## src/rtl/data_mem_arbiter.sv

```systemverilog
// Data-memory arbiter: shares one RAM port between the CPU and a burst loader.
// Define ARB_ROUND_ROBIN_EN for round-robin ownership; default is fixed CPU priority.
module data_mem_arbiter #(
    parameter int DW    = 32,
    parameter int LEN_W = 4
) (
    input  logic             clk,
    input  logic             rst,
    input  logic             cpu_req_i,
    input  logic             cpu_we_i,
    input  logic [DW-1:0]    cpu_addr_i,
    input  logic [DW-1:0]    cpu_wd_i,
    input  logic             cpu_addrsel_i,
    output logic             cpu_gnt_o,
    output logic             cpu_stall_o,
    output logic [DW-1:0]    cpu_rd_o,
    input  logic             ldr_req_i,
    input  logic             ldr_we_i,
    input  logic [DW-1:0]    ldr_addr_i,
    input  logic [DW-1:0]    ldr_wd_i,
    input  logic [LEN_W-1:0] ldr_len_i,
    output logic             ldr_gnt_o,
    output logic             ldr_done_o,
    output logic             ram_we_o,
    output logic [DW-1:0]    ram_addr_o,
    output logic [DW-1:0]    ram_wd_o,
    output logic             ram_addrsel_o,
    input  logic [DW-1:0]    ram_rd_i
);

    typedef enum logic [1:0] {
        IDLE,
        CPU,
        LDR
    } state_e;

    state_e           state_q;
    logic [LEN_W-1:0] cnt_q;
    logic             cpu_first;

`ifdef ARB_ROUND_ROBIN_EN
    logic last_ldr_q;
    // Tie in IDLE goes to whichever master was not served last.
    assign cpu_first = last_ldr_q;
`else
    assign cpu_first = 1'b1;
`endif

    always_ff @(posedge clk or negedge rst) begin
        if (!rst) begin
            state_q <= IDLE;
            cnt_q   <= '0;
`ifdef ARB_ROUND_ROBIN_EN
            last_ldr_q <= 1'b1;
`endif
        end else begin
            unique case (state_q)
                IDLE: begin
                    if (ldr_req_i && !(cpu_req_i && cpu_first)) begin
                        state_q <= LDR;
                        cnt_q   <= ldr_len_i;
                    end else if (cpu_req_i) begin
                        state_q <= CPU;
                    end
                end
                CPU: begin
                    if (!cpu_req_i) begin
                        state_q <= IDLE;
`ifdef ARB_ROUND_ROBIN_EN
                    end else if (ldr_req_i) begin
                        state_q <= LDR;
                        cnt_q   <= ldr_len_i;
`endif
                    end
                end
                LDR: begin
                    // Burst only advances on granted beats; a paused loader keeps ownership.
                    if (ldr_req_i) begin
                        if (cnt_q == '0) begin
                            state_q <= IDLE;
                        end else begin
                            cnt_q <= cnt_q - LEN_W'(1);
                        end
                    end
                end
                default: state_q <= IDLE;
            endcase
`ifdef ARB_ROUND_ROBIN_EN
            if (cpu_gnt_o) begin
                last_ldr_q <= 1'b0;
            end else if (ldr_gnt_o) begin
                last_ldr_q <= 1'b1;
            end
`endif
        end
    end

    always_comb begin
        cpu_gnt_o     = 1'b0;
        ldr_gnt_o     = 1'b0;
        ram_we_o      = 1'b0;
        ram_addr_o    = '0;
        ram_wd_o      = '0;
        ram_addrsel_o = 1'b0;
        unique case (state_q)
            CPU: begin
                cpu_gnt_o     = cpu_req_i;
                ram_we_o      = cpu_we_i & cpu_req_i;
                ram_addr_o    = cpu_addr_i;
                ram_wd_o      = cpu_wd_i;
                ram_addrsel_o = cpu_addrsel_i;
            end
            LDR: begin
                ldr_gnt_o  = ldr_req_i;
                ram_we_o   = ldr_we_i & ldr_req_i;
                ram_addr_o = ldr_addr_i;
                ram_wd_o   = ldr_wd_i;
            end
            default: ;
        endcase
    end

    assign ldr_done_o  = ldr_gnt_o & (cnt_q == '0);
    // Stall is masked while reset is held so every output reads zero.
    assign cpu_stall_o = rst & cpu_req_i & ~cpu_gnt_o;
    assign cpu_rd_o    = cpu_gnt_o ? ram_rd_i : '0;

endmodule
```

## config.mk

```make
export PLATFORM = sky130hd
export DESIGN_NAME = data_mem_arbiter
export DESIGN_NICKNAME = d
export VERILOG_FILES = /design/src/rtl/data_mem_arbiter.sv
export SDC_FILE = /design/constraint.sdc
export NUM_CORES = 1
export LEC_CHECK = 0
export BUFFER_PORTS_ARGS = -buffer_cell sky130_fd_sc_hd__buf_2
export CAP_MARGIN = 20
export CORE_AREA = 2 2 104 106
export DETAILED_ROUTE_END_ITERATION = 7
export DIE_AREA = 0 0 106 108
export GPL_TIMING_DRIVEN = 0
export SKIP_LAST_GASP = 1
export SYNTH_ARGS = -nofsm -noshare
export SYNTH_HDL_FRONTEND = slang
export SYNTH_SLANG_ARGS = --single-unit
```

## constraint.sdc

```tcl
create_clock -name clk -period 3.3 [get_ports clk]
set_input_delay 0.33 -clock clk [delete_from_list [all_inputs] [get_ports clk]]
set_output_delay 0.33 -clock clk [all_outputs]
set_load 0.1 [all_outputs]
```

; Word-level counts from Yosys, hierarchy flattened
; Index checks and enable logic that the tools add are counted.
[totals]
latch_bits = 0
regBits = 6
word_cells = 41
output_inout_bits = 102
ramBits = 0
n_memories = 0
mem_bits_ro = 0
inputBits = 171
[classes]
bitwise_logic = 6
reduce_logical = 7
n_mul = 0
n_eq_ne = 8
div = 0
shifts = 0
mux = 17
n_addsub = 1
magnitude_cmp = 0
[op_table]
columns = op, n
row1 = $pmux W32 S2, 2
row2 = $mux W32, 1
row3 = $mux W4, 3
row4 = $mux W2, 5
row5 = $ne A2 B2 Y1 const B, 5
row6 = $pmux W4 S2, 1
row7 = $reduce_and A4 Y1, 2
row8 = $pmux W2 S3, 1
row9 = $and A1 B1 Y1, 5
row10 = $logic_not A4 Y1, 1
row11 = $sub A4 B1 Y4 const B, 1
row12 = $mux W1, 3
row13 = $ne A3 B3 Y1 const B, 1
row14 = $eq A2 B1 Y1 const B, 1
row15 = $eq A2 B2 Y1 const B, 1
row16 = $logic_not A2 Y1, 1
row17 = $pmux W1 S2, 1
row18 = $reduce_bool A2 Y1, 1
row19 = $logic_and A1 B1 Y1, 1
row20 = $logic_not A1 Y1, 1
row21 = $not A1 Y1, 1

; Logic depth before layout (Yosys ltp)
; Gate-level depths: netlist (run 1).
[depth]
word_depth = 4
depth_mapped = 7
ltp_nobuf = 6

; Least setup slack after synthesis (run 1)
; OpenSTA, ideal clock, no wires.
[synth_path]
path_kind = register to output
from = register state_q[1]
to = output ram_we_o
stages_incl_launch_ff = 7
path_buffers = 1
t_required_ns = 2.970
slack_ns = -0.244
t_arrival_ns = 3.214
path_cell_list = dfrtp_1 > inv_1 > ha_1 > clkbuf_1 > and2_1 > a22oi_1 > nor2b_1
[synth_between]
elab_chain_cells = 2
elab_cells_between_ends = 3
classes_between = 2 x eq/ne / 1 x mux
[synth_lines]
columns = element, line_no
row1 = from (decl), 37  ; state_e state_q;
row2 = from (signal assigned), 51  ; state_q <= IDLE;
row3 = from (signal assigned), 60  ; state_q <= LDR;
row4 = from (signal assigned), 63  ; state_q <= CPU;
row5 = $eq A2 B2 Y1 or $eq A2 B1 Y1 (tied branches), 105  ; unique case (state_q)
row6 = $pmux W1 S2 *, 105
row7 = to (decl), 24  ; output logic ram_we_o,
; Every way passes the cells marked *; elsewhere a longest branch is shown, timed or not.

; Worst setup path after layout (run 1)
[layout_path]
from = register state_q[0]
to = output ram_addr_o[5]
[layout_between]
elab_chain_cells = 2
elab_cells_between_ends = 3
classes_between = 2 x eq/ne / 1 x mux
[layout_lines]
columns = element, line_no
row1 = $eq A2 B2 Y1 or $eq A2 B1 Y1 (tied branches), 105
row2 = $pmux W32 S2 *, 105
row3 = to (decl), 25  ; output logic [DW-1:0] ram_addr_o,
; Marked as above.

==> results of run 1 <==
## repair_timing
item,CTS,global route
hold endpoints to repair,6,0
resized for setup,1,0
hold buffers,1,0
endpoints found under the setup margin,2,0
## power breakdown
part | switching [mW] | internal (mW) | total [mW]
Sequential | 0.0335 | 0.110 | 0.144
Clock | 0.0314 | 0.0783 | 0.110
Combinational | 3.25 | 0.844 | 4.10
## through the flow
stage | cell area, um2 | utilization [%] | setup slack [ns]
finish | 3270 | 32.0 | 0.283
global route | 3270 | 32.0 | 0.0719
CTS | 3270 | 32.0 | 0.204
detailed placement | 3220 | 31.5 | 0.231
global placement | 3220 | 31.5 | 0.271
floorplan | 1690 | - | 0.257
## layer usage
layer,vias up,global-route usage [%],share of wire [%]
met5,-,0,0
met4,0,2.73,0.57
met3,6,1.87,7.7
met2,181,30.2,50
met1,1382,18.8,41
li1,1456,-,-
## sequential cells by signal, indices dropped and copies added (netlist names)
signal,count
state_q,2
cnt_q,4
## final timing paths
| check | cells after the start | endpoint | slack, ns |
|---|---|---|---|
| min reg2reg | 1 | state_q[0] | 0.56 |
| max reg2reg | 7 | cnt_q[2] | 1.34 |
| min in group asynchronous | 2 | cnt_q[0] | 0.48 |
| max | 7 | ram_addr_o[5] | 0.28 |
| min | 3 | cnt_q[1] | 0.43 |
| max in group asynchronous | 2 | state_q[0] | 2.66 |
## worst min-delay path, delay by kind of cell
family | cells | cell delay, ns
compound gates | 2 | 0.19
buf+inv | 1 | 0.09
## area by class of cell
type	instances	area, um2
plain buffers	29	111
clock buffers	3	41.3
fillers	1127	6960
inverters	7	26.3
multi-input cells	201	1400
flip-flops and latches	6	150
well taps	136	170
repair buffers	273	1370
## Yosys cell counts (all sizes together)
cell / count / share of area (%)
clkbuf: 24 / 5.3
nor3: 1 / 0.30
dfrtp: 6 / 8.9
and2: 3 / 1.1
nand3: 1 / 0.30
nor2: 2 / 0.45
a41oi: 2 / 1.0
buf: 5 / 1.2
nand2b: 1 / 0.37
nand2: 2 / 0.45
nor3b: 1 / 0.45
ha: 5 / 3.7
a21oi: 3 / 0.89
or2: 1 / 0.52
o31ai: 3 / 1.6
nor2b: 66 / 24
and3: 33 / 13
o221ai: 1 / 0.52
inv: 7 / 1.6
o211ai: 1 / 0.45
nand4bb: 1 / 0.67
a22oi: 65 / 29
a22o: 1 / 0.52
and3b: 1 / 0.52
a21boi: 1 / 0.45
o32a: 2 / 1.3
o21ai: 3 / 0.89
or3b: 1 / 0.52
## cell families after synthesis
family          share of synthesized area (%)
compound gates                           36.6
buf+inv                                  8.09
flops                                    8.91
fa+ha+maj                                3.71
simple gates                             42.7
==> impl_metrics.csv, run 1 <==
group,metric,value,unit
route,dr.pass1.iters,5,
power_and_ir_drop,powerDensity,1330,nW/um2
timing,rsz0062_at_grt,"no",
timing,period_share,91.4,%
cts,htree_levels,1,
die,die_h,108,um
hold_path,min-delay-start,"ldr_len_i[1]",
critical_path,start_kind,"flop",
place,dp_cells,651,
synth,yosys_warnings,0,
route,drt_iter0_drc,193,
finish,nNetsFinal,697,
synth,syn-cell-area,1690,um2
finish,drive_gt1_share,54.3,%
critical_path,path_delay_family,"buffers and inverters",
die,start_util,16.5,%
power_and_ir_drop,p_total,4.35,mW
critical_path,slowest_stage,"clkbuf_1",
cts,cts_sinks,6,
timing,period_minus_slack,3.02,ns
critical_path,crit_chain,"inv_1 > ha_1 > clkbuf_1 > clkbuf_1 > a22oi_1 > nor2b_1 > buf_2",
critical_path,critPathKind,"flop to primary output",
critical_path,cp-end-kind,"primary output",
finish,stdcell_count,655,
status,status,"completed",
critical_path,cp.arrival,2.69,ns
place,hpwl,8.63,mm
die,core,10200,um2
finish,final_common_cell,"buf_2",
synth,yosysSeqAreaShare,8.91,%
critical_path,path_common_cell,"clkbuf_1",
grt,grt_pass1_wl,14.4,mm
timing,tightest_slew,0.597,ns
route,vias,3025,
place,numPortBuffers,272,
critical_path,cp_num_buf_inv,4,
grt,grt_max_degree,11,
finish,syn_to_final_growth,94.1,%
timing,finalSetupTns,0,ns
critical_path,crit_path_start,"state_q[0]",
synth,syn_area_per_cell,6.94,um2
cts,numCtsBuffers,3,
critical_path,max_stage_delay,0.49,ns
die,io_pins,273,
route,postRouteAntennaNets,0,
cts,postCtsSetupBuffers,0,
critical_path,r2r-start,"state_q[0]",
timing,hold_ws,0.431,ns
route,routed_wl,10.0,mm
die,row_count,37,
cts,clock_path_buffers,2,
timing,clock_skew,0.000268,ns
synth,synth_fp_nets,419,
flow_run,drv_cap,0,
timing,hold_violations,0,
grt,grt_pass1_vias,3019,
power_and_ir_drop,vdd_drop_max,0.495,mV
die,die_w,106,um
synth,ys_types,33,
grt,grt_overflow,0,
cts,clk_latency,0.22,ns
route,viasPerCell,4.62,
cts,root_buffer,"clkbuf_8",
cts,clk_pin_slew,0.04,ns
power_and_ir_drop,total_leakage_power,1.88,nW
route,wl_per_cell,15.3,um
cts,cts_tree,"yes",
critical_path,crit_path_max_fanout,10,
hold_path,min_path_type,"primary input to flop",
timing,relSlewSlack,60.2,%
synth,ys_ff_latch,6,
finish,n_antenna_cell,0,
synth,syn_inst,243,
place,place_congestion,0.832,
route,drt_drc_violations_left,0,
critical_path,required,2.97,ns
grt,track_usage,15.7,%
finish,final_cell_mix,"273 x buf_2, 65 x a22oi_1, 65 x nor2b_1",
timing,max_clock_freq,0.331,GHz
timing,finalSetupViolCount,0,
die,die_area,11400,um2
grt,antenna_found_initial,0,
timing,final_max_slew_viol_count,0,
(Power assumes the default switching activity.)
==> inputs of run 2 (changes only) <==
==> constraint.sdc (replaced) <==
create_clock -name clk -period 3.3 [get_ports clk]
set_input_delay 0.165 -clock clk [delete_from_list [all_inputs] [get_ports clk]]
set_output_delay 0.165 -clock clk [all_outputs]
set_load 0.1 [all_outputs]
==> impl_metrics.csv, run 2 (synthesis results as in run 1) <==
group,metric,value,unit
finish,top_register,"cnt_q",
critical_path,cp.arrival,2.84,ns
power_and_ir_drop,total_leakage_power,1.88,nW
cts,clk_pin_slew,0.04,ns
critical_path,start_kind,"flop",
die,row_count,37,
cts,numCtsBuffers,3,
finish,final_common_cell,"buf_2",
cts,cts_sinks,6,
timing,max_clock_freq,0.332,GHz
die,core,10200,um2
timing,hold_ws,0.262,ns
die,die_h,108,um
place,numPortBuffers,272,
status,status,"completed",
power_and_ir_drop,powerDensity,1330,nW/um2
cts,postCtsResizedCells,0,
timing,period_share,91.2,%
route,vias,3022,
critical_path,cp-end-kind,"primary output",
flow_run,drv_cap,0,
route,routed_wl,10.0,mm
critical_path,regToRegSetupSlack,1.33,ns
grt,grt_max_degree,11,
place,post-place-ws,0.396,ns
timing,clock_skew,0.000307,ns
route,viasPerCell,4.61,
grt,use_met1,18.8,%
place,place_congestion,0.832,
cts,cts_tree,"yes",
finish,nNetsFinal,697,
critical_path,rr_worst_depth,7,
cts,clock_path_buffers,2,
route,wl_per_cell,15.3,um
finish,reg_top3,"cnt_q: 4 flops, state_q: 2 flops",
die,die_w,106,um
grt,grt.busiest_layer,"met2",
cts,clk_latency,0.22,ns
critical_path,r2r-start,"state_q[1]",
timing,final_max_slew_viol_count,0,
die,die_area,11400,um2
die,start_util,16.5,%
timing,finalSetupTns,0,ns
hold_path,hold_end,"cnt_q[1]",
cts,postCtsSetupBuffers,0,
hold_path,min_path_type,"primary input to flop",
timing,fin_ws,0.291,ns
finish,syn_to_final_growth,94.1,%
timing,relSlewSlack,58.9,%
finish,largest_reg_flops,4,
grt,grt_pass1_wl,14.4,mm
timing,hold_violations,0,
critical_path,reg2reg_to,"state_q[0]",
cts,root_buffer,"clkbuf_8",
place,hpwl,8.63,mm
grt,grt_util_met2,30.2,%
die,io_pins,273,
finish,fillCellCount,1128,
route,dr.pass1.iters,4,
cts,htree_levels,1,
route,drt_drc_violations_left,0,
grt,grt_overflow,0,
power_and_ir_drop,p_total,4.35,mW
critical_path,required,3.13,ns
finish,final_cell_mix,"273 x buf_2, 65 x a22oi_1, 65 x nor2b_1",
hold_path,min-delay-start,"ldr_len_i[1]",
finish,n_antenna_cell,0,
critical_path,critPathKind,"flop to primary output",
route,drt_iter0_drc,193,
hold_path,min_path_cells,3,
route,postRouteAntennaNets,0,
timing,finalSetupViolCount,0,
cts,ctsHoldBuffers,1,
grt,antenna_found_initial,0,
finish,drive_gt1_share,54.1,%
timing,tightest_slew,0.617,ns
grt,grt_pass1_vias,3019,
grt,track_usage,15.7,%
critical_path,crit_path_max_fanout,10,
grt,met3_usage,1.87,%
timing,rsz0062_at_grt,"no",
timing,period_minus_slack,3.01,ns
power_and_ir_drop,vdd_drop_max,0.494,mV
run 2: cell types whose count changed in the layout (fill, tap and decap cells not counted):
cell      delta
clkbuf_2     -1
clkbuf_1     +1
run 2: area by class of cell:
| type | count | area [um2] | area share, % |
|---|---|---|---|
| clock buffers | 3 | 41.3 | 1.26 |
| inverters | 7 | 26.3 | 0.803 |
| flip-flops and latches | 6 | 150 | 4.59 |
| plain buffers | 29 | 110 | 3.37 |
| repair buffers | 273 | 1370 | 41.9 |
| multi-input cells | 201 | 1400 | 42.8 |
| well taps | 136 | 170 | 5.20 |
run 2: how the worst max path moves through the flow:
stage / cells past startpoint / start / slack, ns / end
floorplan: 6 / state_q[1] / 0.42 / ram_we_o
global placement: 7 / state_q[1] / 0.44 / cpu_rd_o[21]
detailed placement: 7 / state_q[1] / 0.40 / cpu_rd_o[22]
CTS: 7 / state_q[1] / 0.15 / cpu_rd_o[22]
global route: 7 / state_q[1] / 0.03 / cpu_rd_o[21]
finish: 7 / state_q[1] / 0.29 / cpu_rd_o[22]
run 2: critical path, cell delays in order, from the launching register on:
cell and delay (ns):
dfrtp_1 0.41, inv_1 0.09, ha_1 0.13, clkbuf_1 0.45
clkbuf_1 0.54, clkbuf_1 0.32, and3_1 0.23, buf_2 0.43
run 2: routing by layer:
layer  part of all wire [%]  wire [um]
met5                      0          0
met4                   0.56         56
met3                    7.6        766
met2                     50       5050
met1                     41       4150
run 2: where the power goes:
group | total (mW) | switching, mW | internal (mW)
clock | 0.110 | 0.0313 | 0.0783
sequential | 0.144 | 0.0333 | 0.110
combinational | 4.10 | 3.25 | 0.843
total | 4.35 | 3.32 | 1.03
run 2: per-stage QoR:
step / cells / util (%) / area [um2]
6_report: 655 / 32.0 / 3270
5_1_grt: 655 / 32.0 / 3270
4_1_cts: 655 / 32.0 / 3270
3_5_place_dp: 651 / 31.5 / 3220
3_3_place_gp: 651 / 31.5 / 3220
2_1_floorplan: 243 / - / 1690
